$ cat src/rtl/text_glyph_serializer.sv
// Text-mode front end: tracks the character cell under the raster, fetches char/attr and glyph
// rows, and serialises glyph bits with blink and cursor applied. Fixed 3-clock latency.
module text_glyph_serializer #(
  parameter int unsigned COLS         = 80,
  parameter int unsigned ROWS         = 25,
  parameter int unsigned CHAR_H       = 16,
  parameter int unsigned BLINK_FRAMES = 16,
  parameter int unsigned CUR_START    = 14,
  parameter int unsigned CUR_END      = 15
) (
  input  logic        clk,
  input  logic        rst_n,
  input  logic        de_in,
  input  logic        hsync_in,
  input  logic        vsync_in,
  input  logic        blink_en,
  input  logic        cursor_en,
  input  logic [6:0]  cursor_col,
  input  logic [4:0]  cursor_row,
  output logic [10:0] text_addr,
  input  logic [15:0] text_data,
  output logic [11:0] font_addr,
  input  logic [7:0]  font_data,
  output logic        pixel,
  output logic [7:0]  attribute,
  output logic        de_out,
  output logic        hsync_out,
  output logic        vsync_out
);

  localparam logic [6:0] ColMax   = 7'(COLS - 1);
  localparam logic [4:0] RowMax   = 5'(ROWS - 1);
  localparam logic [3:0] LineMax  = 4'(CHAR_H - 1);
  localparam logic [3:0] CurStart = 4'(CUR_START);
  localparam logic [3:0] CurEnd   = 4'(CUR_END);
  localparam int unsigned FrameW  = (BLINK_FRAMES > 1) ? $clog2(BLINK_FRAMES) : 1;
  localparam logic [FrameW-1:0] FrameMax = FrameW'(BLINK_FRAMES - 1);

  // Raster position
  logic [2:0]  px_q, px_d;
  logic [6:0]  col_q, col_d;
  logic [3:0]  line_q, line_d;
  logic [4:0]  row_q, row_d;
  logic        de_prev_q;
  logic        vs_prev_q;

  // Blink timing
  logic [FrameW-1:0] frame_q, frame_d;
  logic              blink_phase_q, blink_phase_d;

  // Fetch pipeline
  logic        fetch;
  logic        cur_match;
  logic [10:0] text_addr_q, text_addr_d;
  logic        fetch1_q;
  logic [3:0]  line1_q, line1_d;
  logic        cur1_q, cur1_d;
  logic        fetch2_q;
  logic [11:0] font_addr_q, font_addr_d;
  logic [7:0]  attr2_q, attr2_d;
  logic        cur2_q, cur2_d;

  // Serialiser stage
  logic [7:0]  shift_q, shift_d;
  logic [7:0]  attr_q, attr_d;
  logic        cur_hit_q, cur_hit_d;

  // Sync delay lines
  logic [2:0]  de_dly_q;
  logic [2:0]  hs_dly_q;
  logic [2:0]  vs_dly_q;

  logic        blink_off;
  logic        cursor_on;

  always_comb begin
    fetch     = de_in && (px_q == 3'd0);
    cur_match = cursor_en && (col_q == cursor_col) && (row_q == cursor_row) &&
                (line_q >= CurStart) && (line_q <= CurEnd);

    // px/col only advance inside active video; they restart at 0 on every line.
    px_d  = '0;
    col_d = '0;
    if (de_in) begin
      px_d  = px_q + 3'd1;
      col_d = col_q;
      if ((px_q == 3'd7) && (col_q != ColMax)) begin
        col_d = col_q + 7'd1;
      end
    end

    line_d = line_q;
    row_d  = row_q;
    if (vsync_in) begin
      line_d = '0;
      row_d  = '0;
    end else if (de_prev_q && !de_in) begin
      if (line_q == LineMax) begin
        line_d = '0;
        if (row_q != RowMax) begin
          row_d = row_q + 5'd1;
        end
      end else begin
        line_d = line_q + 4'd1;
      end
    end

    frame_d       = frame_q;
    blink_phase_d = blink_phase_q;
    if (vsync_in && !vs_prev_q) begin
      if (frame_q == FrameMax) begin
        frame_d       = '0;
        blink_phase_d = ~blink_phase_q;
      end else begin
        frame_d = frame_q + 1'b1;
      end
    end

    // Stage 1: text RAM address for the cell starting now
    text_addr_d = text_addr_q;
    line1_d     = line1_q;
    cur1_d      = cur1_q;
    if (fetch) begin
      text_addr_d = 11'(32'(row_q) * COLS + 32'(col_q));
      line1_d     = line_q;
      cur1_d      = cur_match;
    end

    // Stage 2: text data back, issue font fetch
    font_addr_d = font_addr_q;
    attr2_d     = attr2_q;
    cur2_d      = cur2_q;
    if (fetch1_q) begin
      font_addr_d = {text_data[7:0], line1_q};
      attr2_d     = text_data[15:8];
      cur2_d      = cur1_q;
    end

    // Stage 3: the load lands exactly as the previous cell's last bit leaves
    shift_d   = {shift_q[6:0], 1'b0};
    attr_d    = attr_q;
    cur_hit_d = cur_hit_q;
    if (fetch2_q) begin
      shift_d   = font_data;
      attr_d    = attr2_q;
      cur_hit_d = cur2_q;
    end
  end

  always_ff @(posedge clk or negedge rst_n) begin
    if (!rst_n) begin
      px_q          <= '0;
      col_q         <= '0;
      line_q        <= '0;
      row_q         <= '0;
      de_prev_q     <= 1'b0;
      vs_prev_q     <= 1'b0;
      frame_q       <= '0;
      blink_phase_q <= 1'b0;
      text_addr_q   <= '0;
      fetch1_q      <= 1'b0;
      line1_q       <= '0;
      cur1_q        <= 1'b0;
      fetch2_q      <= 1'b0;
      font_addr_q   <= '0;
      attr2_q       <= '0;
      cur2_q        <= 1'b0;
      shift_q       <= '0;
      attr_q        <= '0;
      cur_hit_q     <= 1'b0;
      de_dly_q      <= '0;
      hs_dly_q      <= '0;
      vs_dly_q      <= '0;
    end else begin
      px_q          <= px_d;
      col_q         <= col_d;
      line_q        <= line_d;
      row_q         <= row_d;
      de_prev_q     <= de_in;
      vs_prev_q     <= vsync_in;
      frame_q       <= frame_d;
      blink_phase_q <= blink_phase_d;
      text_addr_q   <= text_addr_d;
      fetch1_q      <= fetch;
      line1_q       <= line1_d;
      cur1_q        <= cur1_d;
      fetch2_q      <= fetch1_q;
      font_addr_q   <= font_addr_d;
      attr2_q       <= attr2_d;
      cur2_q        <= cur2_d;
      shift_q       <= shift_d;
      attr_q        <= attr_d;
      cur_hit_q     <= cur_hit_d;
      de_dly_q      <= {de_dly_q[1:0], de_in};
      hs_dly_q      <= {hs_dly_q[1:0], hsync_in};
      vs_dly_q      <= {vs_dly_q[1:0], vsync_in};
    end
  end

  // Cursor wins over blink suppression; both gated by the delayed display enable.
  assign blink_off = blink_en && attr_q[7] && !blink_phase_q;
  assign cursor_on = cur_hit_q && blink_phase_q;

  assign text_addr = text_addr_q;
  assign font_addr = font_addr_q;
  assign pixel     = de_dly_q[2] && (cursor_on || (shift_q[7] && !blink_off));
  assign attribute = blink_en ? {1'b0, attr_q[6:0]} : attr_q;
  assign de_out    = de_dly_q[2];
  assign hsync_out = hs_dly_q[2];
  assign vsync_out = vs_dly_q[2];

endmodule

$ cat config.mk
export PLATFORM = sky130hd
export DESIGN_NAME = text_glyph_serializer
export DESIGN_NICKNAME = d
export VERILOG_FILES = /design/src/rtl/text_glyph_serializer.sv
export SDC_FILE = /design/constraint.sdc
export NUM_CORES = 1
export LEC_CHECK = 0
export CORE_ASPECT_RATIO = 1.4
export CORE_MARGIN = 3
export CORE_UTILIZATION = 50
export CTS_CLUSTER_DIAMETER = 40
export CTS_CLUSTER_SIZE = 8
export DETAILED_ROUTE_END_ITERATION = 10
export DONT_BUFFER_PORTS = 1
export SLEW_MARGIN = 20
export SYNTH_ARGS = -nofsm -noshare
export SYNTH_HDL_FRONTEND = slang
export SYNTH_SLANG_ARGS = --single-unit
$ cat constraint.sdc
create_clock -name clk -period 2.9 [get_ports clk]
set_input_delay 0.725 -clock clk [delete_from_list [all_inputs] [get_ports clk]]
set_output_delay 0.725 -clock clk [all_outputs]
set_load 0.1 [all_outputs]
# [After elaboration in Yosys (flattened, before gate mapping)]
# Cells that the tools add are included.
[word_totals] regBits=91 out_inout_bits=35
[classes] add_sub_neg=6 n_eq_ne=8 reduce_logical=24 magnitude_cmp=2 n_mul=1 bitwise=1 muxes=13
[ops] cell="5-bit 2-to-1 mux" count=4
[ops] cell="4-bit 2-to-1 mux" count=4
[ops] cell="8-bit 2-to-1 mux" count=2
[ops] cell="7-bit 2-to-1 mux" count=2
[ops] cell="1-bit logical AND" count=13
[ops] cell="11-bit by 7-bit adder with 11-bit output" count=1
[ops] cell="4-bit by 1-bit adder with 4-bit output (second input constant)" count=2
[ops] cell="4-bit equality test (second input constant)" count=2
[ops] cell="7-bit by 1-bit adder with 7-bit output (second input constant)" count=1
[ops] cell="7-bit equality test" count=1
[ops] cell="5-bit by 3-bit multiplier with 7-bit output (second input constant)" count=1
[ops] cell="7-bit inequality test (second input constant)" count=1
[ops] cell="2-bit nonzero test" count=3
[ops] cell="5-bit by 1-bit adder with 5-bit output (second input constant)" count=1
[ops] cell="5-bit equality test" count=1
[ops] cell="5-bit inequality test (second input constant)" count=1
[ops] cell="4-bit greater-or-equal comparator (second input constant)" count=1
[ops] cell="4-bit <= comparator (second input constant)" count=1
[ops] cell="1-bit zero test" count=4
[ops] cell="3-bit by 1-bit adder with 3-bit output (second input constant)" count=1
[ops] cell="3-bit equality test (second input constant)" count=1
[ops] cell="3-bit zero test" count=1
[ops] cell="3-bit 2-to-1 mux" count=1
[ops] cell="3-bit AND reduction" count=1
[ops] cell="4 further kinds" count=4

# [Depth between registers and ports, before layout]
[depth] depth_word=6 depth_mapped=7 ltp_nobuf=7

# [Worst setup path before layout]
# Ideal clock, no wire load.
[synth_path] kind="register -> output" from="register de_dly_q[2]" to="output port pixel" path_buffers=0 t_arrival_ns=3.182 slack_ns=-1.007 path_stages_with_launch=2 cell_sequence="dfrtp_1 -> a21boi_0"
[synth_via] elab_chain_cells=1
[synth_lines] item="start: declaration" line_no="69" rtl="logic [2:0] de_dly_q;"
[synth_lines] item="start signal: assignment" line_no="194" rtl="de_dly_q <= {de_dly_q[1:0], de_in};"
[synth_lines] item="1-bit logical AND" line_no="206" rtl="assign pixel = de_dly_q[2] && (cursor_on || (shift_q[7] && !blink_off));"
[synth_lines] item="end: declaration" line_no="24" rtl="output logic pixel,"
# No other way between the ends.

# [Worst setup path in the final report]
[layout_path] from="register row_q[1]" to="register text_addr_q[10], in the netlist text_addr[10]"
[layout_via] elab_chain_cells=2
[layout_lines] item="start: declaration" line_no="43" rtl="logic [4:0] row_q, row_d;"
[layout_lines] item="start signal: assignment" line_no="178" rtl="row_q <= row_d;"
[layout_lines] item="5-bit by 3-bit multiplier with 7-bit output" line_no="124" rtl="text_addr_d = 11'(32'(row_q) * COLS + 32'(col_q));"
[layout_lines] item="11-bit by 7-bit adder with 11-bit output" line_no="124"
[layout_lines] item="end signal: assignment" line_no="183" rtl="text_addr_q <= text_addr_d;"
[layout_lines] item="end: declaration" line_no="54" rtl="logic [10:0] text_addr_q, text_addr_d;"
# No other way between the ends.
# A chain may end at the register's enable or synchronous reset.

==> summary.md <==
| Metric | Value |
|---|---|
| Status | `complete, no violations` |
| Crit path required time | `3130 ps` |
| P_leak | `1.99 nW` |
| Setup bufs post-CTS | `0` |
| First-pass GRT wire length | `11.3 mm` |
| Synthesized flop and latch total | `89` |
| Num CTS Buffers | `9` |
| # Max-Cap Violations | `0` |
| Commonest non-fill, non-tap cells in the layout | `89 x dfrtp_1, 50 x mux2_2, 23 x xnor2_1` |
| Endpoints failing setup | `0` |
| Sequential power share | `65.8%` |
| GRT busiest layer | `met2` |
| Core area | `7750 µm²` |
| # rows | `38` |
| Hold_buf cts | `0` |
| Sequential area share after synthesis | `55.7%` |
| CP peak stage delay | `490 ps` |
| Mapped Cells | `304` |
| Syn avg cell area | `13.1 µm²` |
| Compound-Gate Fraction of Synth Area | `4.79%` |
| Layout area overhead | `6.29%` |
| Largest family of logic cells by synthesized area | `multiplexers` |
| CP most frequent cell | `ha_1` |
| Final Non-Filler Cells | `407` |
| I/O Buffers | `0` |
| Startpoint types | `register` |
| Commonest non-fill, non-tap cell in the layout | `dfrtp_1` |
| Synth warn | `0` |
| Initial antenna violation count | `0` |
| Arrival time worst endpoint | `2730 ps` |
| RSZ-0062 raised after global routing | `no` |
| Clock sink total | `89` |
| Die area | `9120 µm²` |
| Final hold slack | `63.2 ps` |
| Slew HR | `36.1%` |
| Clk buf depth | `2` |
| Routing usage on met3 | `4.85%` |
| First DRT Iteration DRCs | `42` |
| Buf+Inv Stages, Crit Path | `0` |
| Clock Power Share | `22.8%` |
| Number of nets in the layout | `367` |
| Placed instance count | `393` |
| Fmax | `400 MHz` |
| Vias in the first global route | `2333` |
| Die Span Y | `112 µm` |
| Slew @ Worst Pin | `958 ps` |
| Hold/Removal Path Class | `in -> async` |
| Crit-path slowest cell | `dfrtp_1` |
| Worst skew pair latency | `350 ps` |
| H-tree lvl count | `3` |
| Tcrit/Tclk final | `86.2%` |
| Period minus WS final | `2500 ps` |
| Setup ws final | `399 ps` |
| Switching Share | `41.2%` |
| Antenna Violating Nets Remaining | `0` |
| Comb power frac | `11.4%` |
| Starting Density | `51.6%` |
| CP cell instances | `ha_1 > ha_1 > fa_1 > xnor2_1 > and4bb_2 > xnor3_1 > mux2_2` |
| Pre-antenna DRT Iters | `4` |
| Largest net degree at the start of global routing | `90` |
| CTS tree | `done` |
| Vias per inst | `5.43` |
| Setup Total Neg Slack | `0 ps` |
| # diodes | `0` |
| Grt met2 use | `25.3%` |
| Cell Pwr Density | `813 nW/µm²` |
| Grt ovf | `0` |
| Post-CTS Resized | `0` |
| Simple logic cell fraction of the synthesized area | `8.79%` |
| Worst-path clk slew | `80 ps` |
| CP Class | `reg -> reg` |
| Synth cell types | `42` |
| Met1 GRT Util | `20.5%` |
| VDD IR max | `0.451 mV` |
| Adder-cell area share of the yosys netlist | `6.64%` |
| Syn_nets | `367` |
| Layout cells sized above 1 | `24.4%` |
| Post-DP HPWL | `4.65 mm` |
| Critical path's top delay family | `adder cells` |
| Routed WL per cell | `16.3 µm` |
| Routed vias | `2209` |
| Core Util, Final | `54.8%` |
| Slew Limit Fails | `0` |
| Post-synthesis mux area share | `14.8%` |
| Total GRT Usage | `16.3%` |
| Int Pwr | `2.03 mW` |
| Critical Path Sink Type | `register` |
| Final hold vios | `0` |
| Xor/xnor share of the synthesized area | `6.26%` |
| Post-Synthesis Cell Area | `4000 µm²` |
| Psw | `1.42 mW` |
| Total routed wirelength | `6.62 mm` |
| Clock skew | `9.24 ps` |
| Setup slack at placement | `425 ps` |
| DRC | `0` |
| Critical path peak fanout | `7` |
| Ports | `78` |
| Die Wd | `81.6 µm` |
| RePlAce Congestion | `0.789` |
| Root buf cell | `clkbuf_8` |
-- registers in the layout, indices dropped and copies added, names as in the netlist, 4 cells and up --
register and cells:
attr_q 8, text_addr 11, row_q 5, line1_q 4, shift_q 8, col_q 7
font_addr 12, line_q 4, frame_q 4, attr2_q 8
-- worst reg2reg max path, cell delays in order, from the launching register on --
cell	delay [ps]
dfrtp_1	490
ha_1	340
ha_1	220
fa_1	380
xnor2_1	230
and4bb_2	280
xnor3_1	180
mux2_2	270
-- cells by family (layout without fill, tap and decap cells) --
logic type,Yosys count,count (layout)
and+or+nand+nor,64,64
muxes,53,53
DFF,89,89
adders and majority gates,20,20
xor gates and xnor gates,27,27
AOI/OAI and AO/OA,27,27
buffers and inverters,24,27
-- area by class of cell --
| class | instances | area (µm²) |
|---|---|---|
| well taps | 100 | 125 |
| inverters | 9 | 33.8 |
| multi-input cells | 191 | 1660 |
| clock inverters | 3 | 43.8 |
| clock buffers | 11 | 131 |
| repair buffers | 4 | 30.0 |
| flip-flops and latches | 89 | 2230 |
| fillers | 655 | 3500 |
-- final timing paths --
kind,depth (start not counted),slack [ps],start,end
max in group asynchronous,0,2710,rst_n,row_q[0]
hold reg to reg,0,350,de_dly_q[1],de_dly_q[2]
hold / removal,0,60,rst_n,hs_dly_q[2]
setup / recovery,7,400,row_q[1],text_addr[10]
setup reg to reg,7,400,row_q[1],text_addr[10]
min in group clk,0,350,de_dly_q[1],de_dly_q[2]
-- cell usage after synthesis --
library cell	count	area, µm²
o21ai_4	1	16.3
nand4_1	10	62.6
or4_1	1	7.51
nor2_1	8	30.0
a21o_1	2	15.0
nand2b_1	1	6.26
fa_1	2	40.0
nand3_1	2	10.0
a21oi_1	4	20.0
o21ai_0	8	40.0
o21a_1	1	7.51
xnor2_1	23	201
nand3b_1	1	7.51
nor3_1	1	5.00
a21boi_1	1	7.51
o31ai_1	1	7.51
mux2i_1	3	30.0
buf_4	7	52.6
and4bb_2	1	12.5
a31oi_1	1	6.26
a41o_1	1	10.0
a41o_2	1	11.3
xnor3_1	1	22.5
and3_1	2	12.5
or3b_4	1	11.3
xor2_1	3	26.3
inv_1	9	33.8
or3_2	1	7.51
nor2b_1	7	43.8
nor2b_4	1	13.8
ha_1	18	225
and2_1	8	50.1
dfrtp_1	89	2230
o2111ai_1	2	17.5
clkbuf_1	6	22.5
a211oi_1	1	7.51
o21ai_1	1	5.00
o211ai_2	1	12.5
a21boi_0	1	7.51
mux2_2	50	563
nand2_1	19	71.3
buf_2	2	10.0
-- power by group through the flow --
stage	Sequential [mW]	Combinational [mW]	Clock, mW
after CTS	2.28	0.402	0.832
final	2.27	0.394	0.789
after floorplan	1.94	0.731	0
after detailed placement	2.31	0.400	0
after global placement	2.30	0.390	0
after global routing	2.31	0.441	0.885
-- through the flow --
stage	cell area (µm²)	power (mW)
detailed placement	4070	2.71
finish	4250	3.46
floorplan	4000	2.67
global placement	4070	2.69
CTS	4250	3.52
global route	4250	3.64
-- metal layers --
layer  routed length, µm  up-vias
met5                   0        -
met1                2750     1115
met4                 140        0
met2                3310       43
met3                 414       11
li1                    -     1040
Note: power is estimated with default switching activity, not from simulation.
